[src/rtl/zxuno_reg_port.sv]
// ZX-UNO register port: a two-port indirect register interface on the Z80 I/O bus.
// A write to ADDR_PORT selects a register number. A write to DATA_PORT produces a
// one-cycle write strobe for the selected register. Reads of DATA_PORT raise a read
// level. Reads of ADDR_PORT return the selected register number.
//
// Ports:
//   clk, rst_n       system clock; asynchronous active-low reset
//   a, din           Z80 address and write data (stable while strobes are active)
//   iorq_n, rd_n,
//   wr_n, m1_n       Z80 bus strobes, asynchronous to clk
//   zxuno_addr       selected register number (registered)
//   zxuno_regrd      high while a DATA_PORT read is in progress
//   zxuno_regwr      one-cycle pulse per DATA_PORT write
//   regaddr_changed  one-cycle pulse per ADDR_PORT write
//   dout, oe         readback of zxuno_addr and its output enable for ADDR_PORT reads
//
// ADDR_PORT and DATA_PORT must differ.
module zxuno_reg_port #(
  parameter logic [15:0] ADDR_PORT = 16'hFC3B,
  parameter logic [15:0] DATA_PORT = 16'hFD3B
) (
  input  logic        clk,
  input  logic        rst_n,
  input  logic [15:0] a,
  input  logic        iorq_n,
  input  logic        rd_n,
  input  logic        wr_n,
  input  logic        m1_n,
  input  logic [7:0]  din,
  output logic [7:0]  zxuno_addr,
  output logic        zxuno_regrd,
  output logic        zxuno_regwr,
  output logic        regaddr_changed,
  output logic [7:0]  dout,
  output logic        oe
);

  // Two-flop synchronizers; bit 1 is the synchronized value.
  logic [1:0] iorq_sync, rd_sync, wr_sync, m1_sync;
  logic       iorq_s, rd_s, wr_s, m1_s;

  always_ff @(posedge clk or negedge rst_n) begin
    if (!rst_n) begin
      iorq_sync <= 2'b11;
      rd_sync   <= 2'b11;
      wr_sync   <= 2'b11;
      m1_sync   <= 2'b11;
    end else begin
      iorq_sync <= {iorq_sync[0], iorq_n};
      rd_sync   <= {rd_sync[0], rd_n};
      wr_sync   <= {wr_sync[0], wr_n};
      m1_sync   <= {m1_sync[0], m1_n};
    end
  end

  assign iorq_s = iorq_sync[1];
  assign rd_s   = rd_sync[1];
  assign wr_s   = wr_sync[1];
  assign m1_s   = m1_sync[1];

  // Interrupt acknowledge (IORQ with M1 low) is never decoded as an I/O access.
  logic io_rd, io_wr;
  assign io_rd = !iorq_s && !rd_s && m1_s;
  assign io_wr = !iorq_s && !wr_s && m1_s;

  logic hit_addr, hit_data;
  assign hit_addr = (a == ADDR_PORT);
  assign hit_data = (a == DATA_PORT);

  // After reset the synchronizers still hold their reset value of 1 for two cycles,
  // which would hide a strobe that is already active. armed[1] becomes set only once
  // both stages hold real samples, so WAIT cannot be left on stale idle values.
  logic [1:0] armed;

  always_ff @(posedge clk or negedge rst_n) begin
    if (!rst_n) begin
      armed <= 2'b00;
    end else begin
      armed <= {armed[0], 1'b1};
    end
  end

  typedef enum logic [0:0] {StIdle, StWait} state_e;
  state_e state;

  always_ff @(posedge clk or negedge rst_n) begin
    if (!rst_n) begin
      state           <= StWait;
      zxuno_addr      <= 8'h00;
      zxuno_regwr     <= 1'b0;
      regaddr_changed <= 1'b0;
    end else begin
      zxuno_regwr     <= 1'b0;
      regaddr_changed <= 1'b0;
      unique case (state)
        StIdle: begin
          if (io_wr) begin
            state <= StWait;
            if (hit_addr) begin
              zxuno_addr      <= din;
              regaddr_changed <= 1'b1;
            end else if (hit_data) begin
              zxuno_regwr <= 1'b1;
            end
          end
        end
        StWait: begin
          if (!io_wr && !io_rd && armed[1]) begin
            state <= StIdle;
          end
        end
        default: state <= StWait;
      endcase
    end
  end

  // Read decode is independent of the FSM so it tracks the whole strobe.
  assign zxuno_regrd = io_rd && hit_data;
  assign oe          = io_rd && hit_addr;
  assign dout        = zxuno_addr;

endmodule

[config.mk]
export PLATFORM = sky130hd
export DESIGN_NAME = zxuno_reg_port
export DESIGN_NICKNAME = d
export VERILOG_FILES = /design/src/rtl/zxuno_reg_port.sv
export SDC_FILE = /design/constraint.sdc
export NUM_CORES = 1
export LEC_CHECK = 0
export ABC_AREA = 1
export CORE_ASPECT_RATIO = 1.75
export CORE_UTILIZATION = 38
export DETAILED_ROUTE_END_ITERATION = 10
export GPL_ROUTABILITY_DRIVEN = 0
export PLACE_DENSITY = 0.85
export SYNTH_ARGS = -nofsm -noshare
export SYNTH_HDL_FRONTEND = slang
export SYNTH_SLANG_ARGS = --single-unit
[constraint.sdc]
create_clock -name clk -period 1.47 [get_ports clk]
set_input_delay 0.294 -clock clk [delete_from_list [all_inputs] [get_ports clk]]
set_output_delay 0.294 -clock clk [all_outputs]
set_load 0.05 [all_outputs]
# After elaboration in Yosys (flattened, before gate mapping)

Cells that the tools add are included.

Register bits after elaboration: 21
Input port bits: 30
Output and inout port bits: 20

Equality and inequality tests: 2
Mux-type cells: 10
Bitwise operators: 1
Reductions and logical operators: 14

Operator list:

| kind                 | number |
|---|---|
| $eq 16x16->1 const B | 2 |
| $mux 1               | 9 |
| $logic_and 1x1->1    | 8 |
| $logic_not 1->1      | 5 |
| $reduce_and 3->1     | 1 |
| $pmux 1 s2           | 1 |
| $not 1->1            | 1 |

# Logic depth before layout (Yosys ltp)

Depth after elaboration: 8
Depth in mapped cells: 7

# Worst setup path before layout

OpenSTA, ideal clock, no wires.

Path kind: input port to output port
From: input port a[7]
To: output port oe
Arrival time: 1.444 ns
Data required time: 1.176 ns
Path slack: -0.268 ns
Cell stages on the path: 6
Buffers on the path: 1
Cell sequence: nor2_1 nand2_1 nor2_4 buf_6 nand2_1 nor2_1

Cells in the longest elaborated chain, start to end: 2

Ends and longest elaborated chain:

| what               | line | RTL |
|---|---|---|
| start: declaration | 24   | `input logic [15:0] a,` |
| $eq 16x16->1       | 67   | `assign hit_addr = (a == ADDR_PORT);` |
| $logic_and 1x1->1  | 119  | `assign oe = io_rd && hit_addr;` |
| end: declaration   | 35   | `output logic oe` |

No other way between the ends.

# Final worst setup path

From: register m1_sync[1]
To: output port oe

Cells in the longest elaborated chain, start to end: 2

Ends and longest elaborated chain:

| what                     | line | RTL |
|---|---|---|
| start: declaration       | 39   | `logic [1:0] iorq_sync, rd_sync, wr_sync, m1_sync;` |
| start signal: assignment | 52   | `m1_sync <= {m1_sync[0], m1_n};` |
| $logic_and 1x1->1        | 63   | `assign io_rd = !iorq_s && !rd_s && m1_s;` |
| $logic_and 1x1->1        | 119  |  |

No other way between the ends.

==> impl_results.md <==
- CORE AREA: ~2300 µm²
- Port buffer count: 49
- Synth Flop Type: dfrtp_1
- CP max stage delay: around 530 ps
- Pleak: 0.839 nW
- Vias in the first global route: approximately 840
- Num rows: 23
- Crit-path slowest cell: dfstp_2
- Crit. End Element: output pin
- WL final: a little over 2 mm
- Hpwl dp: 1.75 mm
- Detailed Routing Iterations Pass 1: 3
- Internal: ~0.86 mW
- Clock H-tree levels: 1
- Power share of the combinational group: 10.6%
- Period utilization: 109%
- Hold crit path type: flip-flop to flip-flop
- Crit-path leading delay family: flip-flops
- Cell Area, Synth: between 900 and 1000 µm²
- Post-synth cell types: 18
- CP Class: flip-flop to output pin
- Grt ovf: 0
- Die Span X: about 39 µm
- Mapped Cells: between 80 and 90
- Total power: ~1.1 mW
- Sequential area share after synthesis: around 58%
- Top-count cell post-synth: nand2_1
- Cts hold-fix bufs: 0
- Final hold vios: 0
- Die Span Y: between 60 and 70 µm
- Largest net degree at the start of global routing: 22
- Worst path bufs/invs: 2
- Per-cell routed wire length: 12.5 µm
- Max Freq: approximately 620 MHz
- Hold WS: approximately 360 ps
- Share of the synthesized area in the top cell type: 32.3%
- Failing checks: negative setup slack
- CP Data Arrival Time: ~1300 ps
- Maximum Capacitance Violations: 0
- DP Area: roughly 1600 µm²
- Initial antenna violation count: 0
- Die ar.: approximately 2700 µm²
- Via count: approximately 800
- CTS tree: yes
- Final setup violation count: 2
- Ranking of synthesized cells by area: dfrtp_1 (32%), dfstp_2 (25%), nand2_1 (11%)
- Top-Level Pins: 50
- GRT Total Usage: 18.9%
- Clock power frac: about a third
- Share of cells above drive strength 1: 42.1%
- Crit start category: flip-flop
- Cell taking the most area after synthesis: dfrtp_1
- Net Sw Frac: a little over a fifth
- Root Buffer: clkbuf_8
- Worst vdd ir: 0.797 mV
- RSZ-0062 raised after global routing: true
- TNS Setup: -250 ps
- Clock slew at reported path FFs: ~70 ps
- Worst-case clock buffer depth: 2
- First-pass GRT wire length: roughly 3.3 mm
- Pwr dens: around 640 nW/µm²
- Clk Latency, worst-skew pair: about 260 ps
- DR vias/cell: ~4.8
- Final-report max-slew violation count: 0
- Iter 0 DRT Violations: 11
- Final Net Count: approximately 170
- CTS sink cnt: 21
- Tmin final: between 1500 and 2000 ps
- Crit path cell chain: nor3b_2 -> inv_2 -> nor2_4 -> buf_12
- Area delta synth->final: 82.5%
- Sequential share of power: a little under three fifths
- Largest fanout on the critical path: 3
- Net Count, Synth: 119
- Post-synth ARST share: 100%
- Syn avg cell area: ~10 µm²
- Yosys warnings: 0
- Final worst setup slack: -131 ps
- Starting density of the core: between 40% and 50%
- Worst Skew: 1.37 ps
- Post-Layout Inst Area: roughly 1700 µm²
- Total CTS buffers: 3
- Diodes inserted: 0
- Status: finished with violations
- Top cells by count, synth: nand2_1 (27), dfrtp_1 (12), dfstp_2 (9), nand4_1 (9), buf_4 (8)
- Switching power: 0.230 mW
- Synthesized flop and latch total: 21
- Post-synth EDFFs: 0
- DRT antenna net count: 0
- CP required: about 1200 ps
- Final routed DRC violation total: 0
path summary, 6_finish.rpt:
check	slack [ps]	start	endpoint	cells past startpoint
max	-130	m1_sync[1]$_DFF_PN1_	oe	4
min	360	armed[0]$_DFF_PN0_	armed[1]$_DFF_PN0_	0
max reg2reg	250	iorq_sync[1]$_DFF_PN1_	dout[2]$_DFFE_PN0P_	6
min reg2reg	360	armed[0]$_DFF_PN0_	armed[1]$_DFF_PN0_	0
max in group asynchronous	840	rst_n	state$_DFF_PN1_	2
min in group asynchronous	370	rst_n	dout[4]$_DFFE_PN0P_	2
power groups by stage:
stage,registers (mW),clock network [mW],logic (mW)
floorplan,0.621,0,0.0251
global placement,0.621,0,0.119
detailed placement,0.623,0,0.125
CTS,0.613,0.376,0.118
global route,0.614,0.397,0.128
finish,0.613,0.362,0.116
per-layer routing:
metal	routed length, µm	share of wire (%)	GRT usage, %
met5	0	0	0
met1	635	31	15.5
met4	61	2.9	12.1
met2	1260	61	36.9
met3	113	5.5	3.29
placed cells by master (no fill, tap or decap), types with 3 or more instances in the layout:
master	count
buf_12	20
buf_4	7
clkbuf_8	3
clkdlybuf4s50_1	13
dfrtp_1	12
dfstp_2	9
dlygate4sd2_1	16
inv_1	3
inv_2	4
nand2_1	23
nand2_2	4
nand4_1	9
nor2_1	3
nor2_4	4
sequential cells by signal, summed over array words and instances, names as in the netlist:
register         count
wr_sync              2
dout                 8
state                1
iorq_sync            2
rd_sync              2
regaddr_changed      1
m1_sync              2
armed                2
zxuno_regwr          1
metrics by stage:
stage	worst slack, ps	util [%]	cells
floorplan	-49.1	-	89
global placement	-298	70.6	159
detailed placement	-345	70.6	159
CTS	-138	73.7	165
global route	-189	73.7	165
finish	-131	73.7	165
logic make-up after synthesis:
logic type             after synthesis  share of synthesized area [%]
AOI/OAI and AO/OA                    1                          0.538
buffers and inverters               16                           10.5
DFF                                 21                           57.7
other                                1                          0.403
and+or+nand+nor                     50                           30.8
cell type report:
class / count / area (µm²)
Sequential cell: 21 / 537
Clock buffer: 3 / 41.3
Fill cell: 167 / 606
Multi-Input combinational cell: 52 / 333
Tap cell: 25 / 31.3
Inverter: 7 / 26.3
Timing Repair Buffer: 56 / 723
Clock inverter: 1 / 5.00
timing repair:
action | CTS | global route
pin swaps | 15 | 0
endpoints found under the setup margin | 5 | 2
hold endpoints to repair | 0 | 0
setup buffers | 2 | 0
gates resized for setup | 27 | 0
Note: power is estimated with default switching activity, not from simulation.
